`src/rtl/vdma_axi4s_pattern_master_if.sv`:
```
`default_nettype none
// ============================================================================
// Module      : vdma_axi4s_pattern_master_if
// Description : AXI4-Stream video bus carried between the pattern master and
//               its sink. The master drives tdata/tuser/tlast/tvalid; the
//               slave drives tready.
// Parameters  : DATA_WIDTH - tdata width
//               USER_WIDTH - tuser width (bit 0 = start of frame)
// Signals     : tdata  - pixel
//               tuser  - start of frame
//               tlast  - end of line
//               tvalid - beat valid
//               tready - beat ready
// Revision    : 1.0 - initial release
// ============================================================================
interface vdma_axi4s_pattern_master_if #(
  parameter int DATA_WIDTH = 32,
  parameter int USER_WIDTH = 1
) ();
  logic [DATA_WIDTH-1:0] tdata;
  logic [USER_WIDTH-1:0] tuser;
  logic                  tlast;
  logic                  tvalid;
  logic                  tready;

  modport master (
    output tdata,
    output tuser,
    output tlast,
    output tvalid,
    input  tready
  );

  modport slave (
    input  tdata,
    input  tuser,
    input  tlast,
    input  tvalid,
    output tready
  );
endinterface
`default_nettype wire

```
`src/rtl/vdma_axi4s_pattern_master.sv`:
```
`default_nettype none
// ============================================================================
// Module      : vdma_axi4s_pattern_master
// Description : AXI4-Stream video test-pattern source. Emits frames of
//               param_width x param_height pixels, one beat per cycle while
//               tready is high, in one of four patterns (pixel counter,
//               {y,x} coordinate, solid colour, checkerboard).
// Build macro : VDMA_PATTERN_GAP_EN - when defined, inserts param_h_gap idle
//               cycles after every line (GAP state); when undefined, lines
//               run back-to-back and param_h_gap is ignored.
// Ports       : aclk, areset         - clock, async active-high reset
//               ctl_enable           - run frames
//               ctl_update           - latch param_* at frame start
//               ctl_busy             - frame in progress
//               ctl_index            - completed-frame count
//               param_width/height   - frame geometry
//               param_mode/color     - pattern select / solid colour
//               param_h_gap          - idle cycles after each line
//               m_axi4s              - AXI4-Stream master bus
// Revision    : 1.0 - initial release
// ============================================================================
module vdma_axi4s_pattern_master #(
  parameter int AXI4S_DATA_WIDTH = 32,
  parameter int AXI4S_USER_WIDTH = 1,
  parameter int H_WIDTH          = 12,
  parameter int V_WIDTH          = 12,
  parameter int INDEX_WIDTH      = 8,
  parameter int CHECKER_SHIFT    = 4
) (
  input  wire                          aclk,
  input  wire                          areset,
  input  wire                          ctl_enable,
  input  wire                          ctl_update,
  output logic                         ctl_busy,
  output logic [INDEX_WIDTH-1:0]       ctl_index,
  input  wire  [H_WIDTH-1:0]           param_width,
  input  wire  [V_WIDTH-1:0]           param_height,
  input  wire  [1:0]                   param_mode,
  input  wire  [AXI4S_DATA_WIDTH-1:0]  param_color,
  input  wire  [H_WIDTH-1:0]           param_h_gap,
  vdma_axi4s_pattern_master_if.master  m_axi4s
);

  localparam int DW = AXI4S_DATA_WIDTH;

  typedef enum logic [1:0] {
    S_IDLE   = 2'd0,
    S_ACTIVE = 2'd1
`ifdef VDMA_PATTERN_GAP_EN
    , S_GAP  = 2'd2
`endif
  } state_t;

  state_t                  state_q;
  logic [H_WIDTH-1:0]      width_q;
  logic [V_WIDTH-1:0]      height_q;
  logic [1:0]              mode_q;
  logic [DW-1:0]           color_q;
  logic [H_WIDTH-1:0]      x_q;
  logic [V_WIDTH-1:0]      y_q;
  logic [DW-1:0]           pix_q;
  logic [DW-1:0]           tdata_q;
  logic [AXI4S_USER_WIDTH-1:0] tuser_q;
  logic                    tlast_q;
  logic                    tvalid_q;
  logic [INDEX_WIDTH-1:0]  index_q;
`ifdef VDMA_PATTERN_GAP_EN
  logic [H_WIDTH-1:0]      hgap_q;
  logic [H_WIDTH-1:0]      gap_cnt_q;
  logic                    frame_done_q;  // gap follows the frame's last line
  logic                    gap_entry;
  logic                    gap_exit;
`else
  wire                     unused_h_gap = ^param_h_gap;
`endif

  // Pixel value for a position under a given pattern mode.
  function automatic logic [DW-1:0] f_pattern(
    input logic [1:0]         mode,
    input logic [H_WIDTH-1:0] x,
    input logic [V_WIDTH-1:0] y,
    input logic [DW-1:0]      pix,
    input logic [DW-1:0]      color
  );
    logic [H_WIDTH+V_WIDTH+DW-1:0] yx;
    // Padding above {y,x} gives zero-extension or truncation for any DW.
    yx = {{DW{1'b0}}, y, x};
    case (mode)
      2'd0:    f_pattern = pix;
      2'd1:    f_pattern = yx[DW-1:0];
      2'd2:    f_pattern = color;
      default: f_pattern = (x[CHECKER_SHIFT] ^ y[CHECKER_SHIFT]) ? '1 : '0;
    endcase
  endfunction

  logic [H_WIDTH-1:0] eff_width;
  logic [V_WIDTH-1:0] eff_height;
  logic [1:0]         eff_mode;
  logic [DW-1:0]      eff_color;
  logic               start_ok, accept, last_x, last_y, frame_end;
  logic               seq_end, do_launch, do_idle;
  logic [H_WIDTH-1:0] x_d;
  logic [V_WIDTH-1:0] y_d;
  logic [DW-1:0]      pix_d, cont_data, launch_data;
  logic               cont_last, launch_last;

  always_comb begin
    // A frame start sees the pins when updating, otherwise the held set.
    eff_width   = ctl_update ? param_width  : width_q;
    eff_height  = ctl_update ? param_height : height_q;
    eff_mode    = ctl_update ? param_mode   : mode_q;
    eff_color   = ctl_update ? param_color  : color_q;
    start_ok    = ctl_enable && (eff_width != '0) && (eff_height != '0);

    accept      = tvalid_q && m_axi4s.tready;
    last_x      = (x_q == width_q - H_WIDTH'(1));
    last_y      = (y_q == height_q - V_WIDTH'(1));
    frame_end   = last_x && last_y;

    x_d         = last_x ? '0 : x_q + H_WIDTH'(1);
    y_d         = last_x ? y_q + V_WIDTH'(1) : y_q;
    pix_d       = pix_q + DW'(1);
    cont_data   = f_pattern(mode_q, x_d, y_d, pix_d, color_q);
    cont_last   = (x_d == width_q - H_WIDTH'(1));
    launch_data = f_pattern(eff_mode, '0, '0, '0, eff_color);
    launch_last = (eff_width == H_WIDTH'(1));

`ifdef VDMA_PATTERN_GAP_EN
    gap_entry   = (state_q == S_ACTIVE) && accept && last_x && (hgap_q != '0);
    gap_exit    = (state_q == S_GAP) && (gap_cnt_q == H_WIDTH'(1));
    seq_end     = ((state_q == S_ACTIVE) && accept && frame_end && !gap_entry) ||
                  (gap_exit && frame_done_q);
`else
    seq_end     = (state_q == S_ACTIVE) && accept && frame_end;
`endif
    // Frame boundary: restart immediately when enabled, else go idle.
    do_launch   = start_ok && ((state_q == S_IDLE) || seq_end);
    do_idle     = seq_end && !start_ok;
  end

  always_ff @(posedge aclk or posedge areset) begin
    if (areset) begin
      state_q      <= S_IDLE;
      width_q      <= '0;
      height_q     <= '0;
      mode_q       <= '0;
      color_q      <= '0;
      x_q          <= '0;
      y_q          <= '0;
      pix_q        <= '0;
      tdata_q      <= '0;
      tuser_q      <= '0;
      tlast_q      <= 1'b0;
      tvalid_q     <= 1'b0;
      index_q      <= '0;
`ifdef VDMA_PATTERN_GAP_EN
      hgap_q       <= '0;
      gap_cnt_q    <= '0;
      frame_done_q <= 1'b0;
`endif
    end else begin
      if (accept && frame_end) begin
        index_q <= index_q + INDEX_WIDTH'(1);
      end

      if (do_launch) begin
        state_q <= S_ACTIVE;
        if (ctl_update) begin
          width_q  <= param_width;
          height_q <= param_height;
          mode_q   <= param_mode;
          color_q  <= param_color;
`ifdef VDMA_PATTERN_GAP_EN
          hgap_q   <= param_h_gap;
`endif
        end
        x_q      <= '0;
        y_q      <= '0;
        pix_q    <= '0;
        tdata_q  <= launch_data;
        tuser_q  <= AXI4S_USER_WIDTH'(1'b1);
        tlast_q  <= launch_last;
        tvalid_q <= 1'b1;
      end else if (do_idle) begin
        state_q  <= S_IDLE;
        tdata_q  <= '0;
        tuser_q  <= '0;
        tlast_q  <= 1'b0;
        tvalid_q <= 1'b0;
      end else begin
        case (state_q)
          S_ACTIVE: begin
            if (accept) begin
              x_q     <= x_d;
              y_q     <= y_d;
              pix_q   <= pix_d;
              tdata_q <= cont_data;
              tuser_q <= '0;
              tlast_q <= cont_last;
`ifdef VDMA_PATTERN_GAP_EN
              // Next beat is preloaded; only tvalid waits out the gap.
              if (gap_entry) begin
                state_q      <= S_GAP;
                gap_cnt_q    <= hgap_q;
                frame_done_q <= frame_end;
                tvalid_q     <= 1'b0;
              end
`endif
            end
          end
`ifdef VDMA_PATTERN_GAP_EN
          S_GAP: begin
            if (gap_exit) begin
              state_q  <= S_ACTIVE;
              tvalid_q <= 1'b1;
            end else begin
              gap_cnt_q <= gap_cnt_q - H_WIDTH'(1);
            end
          end
`endif
          default: ;
        endcase
      end
    end
  end

  assign ctl_busy       = (state_q != S_IDLE);
  assign ctl_index      = index_q;
  assign m_axi4s.tdata  = tdata_q;
  assign m_axi4s.tuser  = tuser_q;
  assign m_axi4s.tlast  = tlast_q;
  assign m_axi4s.tvalid = tvalid_q;

endmodule
`default_nettype wire

```
`src/flat_wrapper.sv`:
```
// flat-port wrapper written by rule: the top's interface ports become plain ports
module vdma_axi4s_pattern_master_flat 
#(
  parameter int AXI4S_DATA_WIDTH = 32,
  parameter int AXI4S_USER_WIDTH = 1,
  parameter int H_WIDTH          = 12,
  parameter int V_WIDTH          = 12,
  parameter int INDEX_WIDTH      = 8,
  parameter int CHECKER_SHIFT    = 4
)
  (aclk, areset, ctl_enable, ctl_update, ctl_busy, ctl_index, param_width, param_height, param_mode, param_color, param_h_gap, m_axi4s_tdata, m_axi4s_tuser, m_axi4s_tlast, m_axi4s_tvalid, m_axi4s_tready);
  vdma_axi4s_pattern_master_if #(.DATA_WIDTH((32)), .USER_WIDTH((1))) m_axi4s_i ();
  input  wire aclk;
  input  wire areset;
  input  wire ctl_enable;
  input  wire ctl_update;
  output logic ctl_busy;
  output logic [INDEX_WIDTH-1:0] ctl_index;
  input  wire  [H_WIDTH-1:0] param_width;
  input  wire  [V_WIDTH-1:0] param_height;
  input  wire  [1:0] param_mode;
  input  wire  [AXI4S_DATA_WIDTH-1:0] param_color;
  input  wire  [H_WIDTH-1:0] param_h_gap;
  output wire logic [$bits(m_axi4s_i.tdata)-1:0] m_axi4s_tdata;
  output wire logic [$bits(m_axi4s_i.tuser)-1:0] m_axi4s_tuser;
  output wire logic [$bits(m_axi4s_i.tlast)-1:0] m_axi4s_tlast;
  output wire logic [$bits(m_axi4s_i.tvalid)-1:0] m_axi4s_tvalid;
  input wire logic [$bits(m_axi4s_i.tready)-1:0] m_axi4s_tready;
  assign m_axi4s_tdata = m_axi4s_i.tdata;
  assign m_axi4s_tuser = m_axi4s_i.tuser;
  assign m_axi4s_tlast = m_axi4s_i.tlast;
  assign m_axi4s_tvalid = m_axi4s_i.tvalid;
  assign m_axi4s_i.tready = m_axi4s_tready;
  vdma_axi4s_pattern_master #(.AXI4S_DATA_WIDTH(AXI4S_DATA_WIDTH), .AXI4S_USER_WIDTH(AXI4S_USER_WIDTH), .H_WIDTH(H_WIDTH), .V_WIDTH(V_WIDTH), .INDEX_WIDTH(INDEX_WIDTH), .CHECKER_SHIFT(CHECKER_SHIFT)) u_core (.aclk(aclk), .areset(areset), .ctl_enable(ctl_enable), .ctl_update(ctl_update), .ctl_busy(ctl_busy), .ctl_index(ctl_index), .param_width(param_width), .param_height(param_height), .param_mode(param_mode), .param_color(param_color), .param_h_gap(param_h_gap), .m_axi4s(m_axi4s_i));
endmodule
```
`config.mk`:
```
export PLATFORM = sky130hd
export DESIGN_NAME = vdma_axi4s_pattern_master_flat
export DESIGN_NICKNAME = d
export VERILOG_FILES = /design/src/rtl/vdma_axi4s_pattern_master_if.sv /design/src/rtl/vdma_axi4s_pattern_master.sv /design/src/flat_wrapper.sv
export SDC_FILE = /design/constraint.sdc
export NUM_CORES = 1
export LEC_CHECK = 0
export CAP_MARGIN = 20
export CORE_ASPECT_RATIO = 1.25
export CORE_MARGIN = 5
export CORE_UTILIZATION = 57
export DETAILED_ROUTE_END_ITERATION = 8
export PLACE_DENSITY = 0.82
export SLEW_MARGIN = 5
export SYNTH_ARGS = -nofsm -noshare
export SYNTH_HDL_FRONTEND = slang
export SYNTH_SLANG_ARGS = --single-unit
```
`constraint.sdc`:
```
create_clock -name aclk -period 5.75 [get_ports aclk]
set_input_delay 0.8625 -clock aclk [delete_from_list [all_inputs] [get_ports aclk]]
set_output_delay 0.8625 -clock aclk [all_outputs]
set_load 0.01 [all_outputs]
```
==> flow_summary.json <==
{
  "endpoint_kind": "flip-flop",
  "clk_pin_slew_ps": 60,
  "synth.distinct_cells": 71,
  "final_hold_viol_count": 0,
  "synth-edff-count": 0,
  "synthArstFlopShare": 1.00,
  "power_frac_comb": 0.230,
  "power_mw": 3.35,
  "maxCapViolCount": 0,
  "slew_headroom": 0.338,
  "cts_setup_buffers": 0,
  "ys_seq_elements": 157,
  "rr_startpoint": "u_core.width_q[0]",
  "grt_first_pass_wirelength_mm": 42.6,
  "period_minus_slack_ps": 4450,
  "setup_violations": 0,
  "synth_most_common_cell": "dfrtp_1",
  "crit_fanout": 75,
  "drt_iter0_drc": 832,
  "num_io_pins": 119,
  "grt_setup_unrepaired": "false",
  "dp_hpwl_mm": 17.4,
  "pwr_density_cell_nw_per_um2": 291,
  "syn_to_final_growth_pct": 17.8,
  "syn_area_um2": 9770,
  "die-area_um2": 19900,
  "sequentialPowerShare": 0.404,
  "place_congestion": 0.943,
  "synth_top_cell_area_share": 0.402,
  "worst_pin_slew_ps": 994,
  "synth_top_area_cell": "dfrtp_1",
  "clk_path_buf_depth": 2,
  "fmax_ghz": 0.224,
  "r2r_slack_ps": 1300,
  "grt_max_degree": 91,
  "slew_viol_final": 0,
  "placed_area_um2": 10900,
  "clkPwrFrac": 0.366,
  "coreArea_um2": 16800,
  "cp.arrival_ps": 4730,
  "grt_pass1_vias": 8428,
  "port_buffers": 106,
  "viasPerCell": 6.34,
  "post_cts_resized": 0,
  "p_int_mw": 2.34,
  "fin_nets": 1186,
  "hp-class": "reg -> reg",
  "post-route-period-util": 0.775,
  "ir_drop_mv": 0.219,
  "crit_path_end": "u_core.pix_q[3]",
  "status": "completed",
  "cts_tree": "built",
  "cts.sinks": 157,
  "clock_latency_ps": 430,
  "synth.avg_cell_area_um2": 9.36,
  "fp.dieH_um": 156,
  "ant_nets": 0,
  "p_sw_frac": 0.300,
  "n_antenna_cell": 0,
  "synthTopCellsByCount": "dfrtp_1 (157), o21ai_0 (114), nand2_1 (101)",
  "first_pass_iters": 5,
  "regToRegEndpoint": "u_core.pix_q[3]",
  "p_leak_nw": 4.83,
  "syn_nets": 1125,
  "remaining_drc_errors": 0,
  "required_ps": 6030,
  "finalClockSkew_ps": 9.84,
  "crit_start": "u_core.width_q[0]",
  "cts_hold_buf": 0,
  "htreeDepth": 4,
  "yosys-top-cells-area": "dfrtp_1 (40%), o21ai_0 (5.8%), xnor2_1 (5.3%), mux2_2 (5.0%), nand2_1 (3.9%)",
  "nFillCells": 1361,
  "yosysWarningCount": 0,
  "antenna_found_initial": 0,
  "die_w_um": 127,
  "vias": 8476,
  "track_usage": 0.262,
  "drt-wirelength-per-cell_um": 19.2,
  "initial_utilization": 0.580,
  "cts_buffers": 17,
  "ys_seq_area_frac": 0.402,
  "r2r_cells": 10,
  "rows": 53,
  "root_buffer": "clkbuf_16",
  "drive_gt1_frac": 0.115,
  "stdcell_area_um2": 11500,
  "critPathKind": "reg -> reg",
  "wl_mm": 25.7,
  "tns_ps": 0,
  "p_sw_mw": 1.00,
  "grt-ovfl-total": 0,
  "startpoint_type": "flip-flop",
  "synth_ff_type": "dfrtp_1",
  "synth_cells": 1044
}
==> worst min-delay path by stage <==
| stage | startpoint | to | slack, ps | depth (start not counted) |
|---|---|---|---|---|
| final | u_core.ctl_index[7] | u_core.ctl_index[7] | 480 | 1 |
| after floorplan | u_core.pix_q[5] | u_core.pix_q[5] | 460 | 1 |
| after detailed placement | u_core.m_axi4s.tdata[9] | u_core.m_axi4s.tdata[9] | 470 | 2 |
| after global placement | u_core.ctl_index[7] | u_core.ctl_index[7] | 460 | 1 |
| after global routing | u_core.m_axi4s.tdata[5] | u_core.m_axi4s.tdata[5] | 520 | 2 |
| after CTS | u_core.ctl_index[7] | u_core.ctl_index[7] | 490 | 1 |
==> area by class of cell <==
cell class                      count  area [um2]  share of cell area
Multi-Input combinational cell    795        5460               0.474
Clock inverter                      9         160              0.0139
Tap cell                          220         275              0.0239
Inverter                           15        61.3             0.00533
Sequential cell                   157        3930               0.341
Timing Repair Buffer              119        1150               0.100
Clock buffer                       21         470              0.0409
==> power groups by stage <==
stage | clock network [mW] | registers (mW) | logic (mW)
detailed placement | 0 | 1.36 | 0.761
global placement | 0 | 1.36 | 0.748
global route | 1.28 | 1.37 | 0.844
floorplan | 0 | 1.33 | 0.532
CTS | 1.23 | 1.35 | 0.770
finish | 1.22 | 1.35 | 0.770
==> critical path: stages (launching register included) <==
cell and delay [ps]:
dfrtp_1 480, or4_1 720, or3_1 460, xnor2_1 170, or4_4 530, or4_4 640
o21ai_4 200, buf_4 610, nor2_1 110, o21ai_0 250, o31ai_1 120
==> per-layer routing <==
layer  up-vias  global-route usage  routed length [um]
li1       3927                   -                   -
met2       319               0.420               12300
met4         0              0.0766                 354
met3        31              0.0427                1490
met5         -                   0                   0
met1      4199               0.367               11600
==> placed cells by master, fill, tap and decap left out, drive strengths merged, types with 5 or more instances in the layout <==
cell and n:
o31ai 23, o21a 6, nand2b 16, a21oi 23, xor2 32, and2 5, nor3 12, clkbuf 21
buf 14, nand2 102, or3 8, nand4 10, and3 22, nor2b 11, clkdlybuf4s50 105, xnor2 59
mux2i 36, dfrtp 157, or4 10, nor4 17, o22ai 23, inv 16, mux2 63, o221ai 32
ha 6, nand3 38, nor2 65, o21ai 115, a211o 6
==> through the flow <==
stage | hold WS [ps] | std cells | util | worst slack, ps
after floorplan | 463 | 1044 | - | 653
after global placement | 462 | 1306 | 0.646 | 1210
after detailed placement | 473 | 1306 | 0.646 | 1190
after CTS | 486 | 1336 | 0.683 | 1380
after global routing | 523 | 1336 | 0.683 | 1110
final | 482 | 1336 | 0.683 | 1300
==> flip-flops by register name, indices dropped and copies added, names as in the netlist <==
| signal | flops |
|---|---|
| u_core.m_axi4s.tdata | 32 |
| u_core.state_q | 1 |
| u_core.width_q | 12 |
| u_core.ctl_index | 8 |
| u_core.x_q | 12 |
| u_core.m_axi4s.tuser | 1 |
| u_core.m_axi4s.tlast | 1 |
| u_core.color_q | 32 |
| u_core.y_q | 12 |
| u_core.pix_q | 32 |
| u_core.mode_q | 2 |
| u_core.height_q | 12 |
==> kinds of logic after synthesis <==
family,after synthesis,synth area share
adders and majority gates,6,0.00768
muxes,99,0.117
AOI/OAI and AO/OA,264,0.174
buffers and inverters,92,0.0408
xor gates and xnor gates,91,0.0816
and+or+nand+nor,335,0.177
DFF,157,0.402
(Power assumes the default switching activity.)
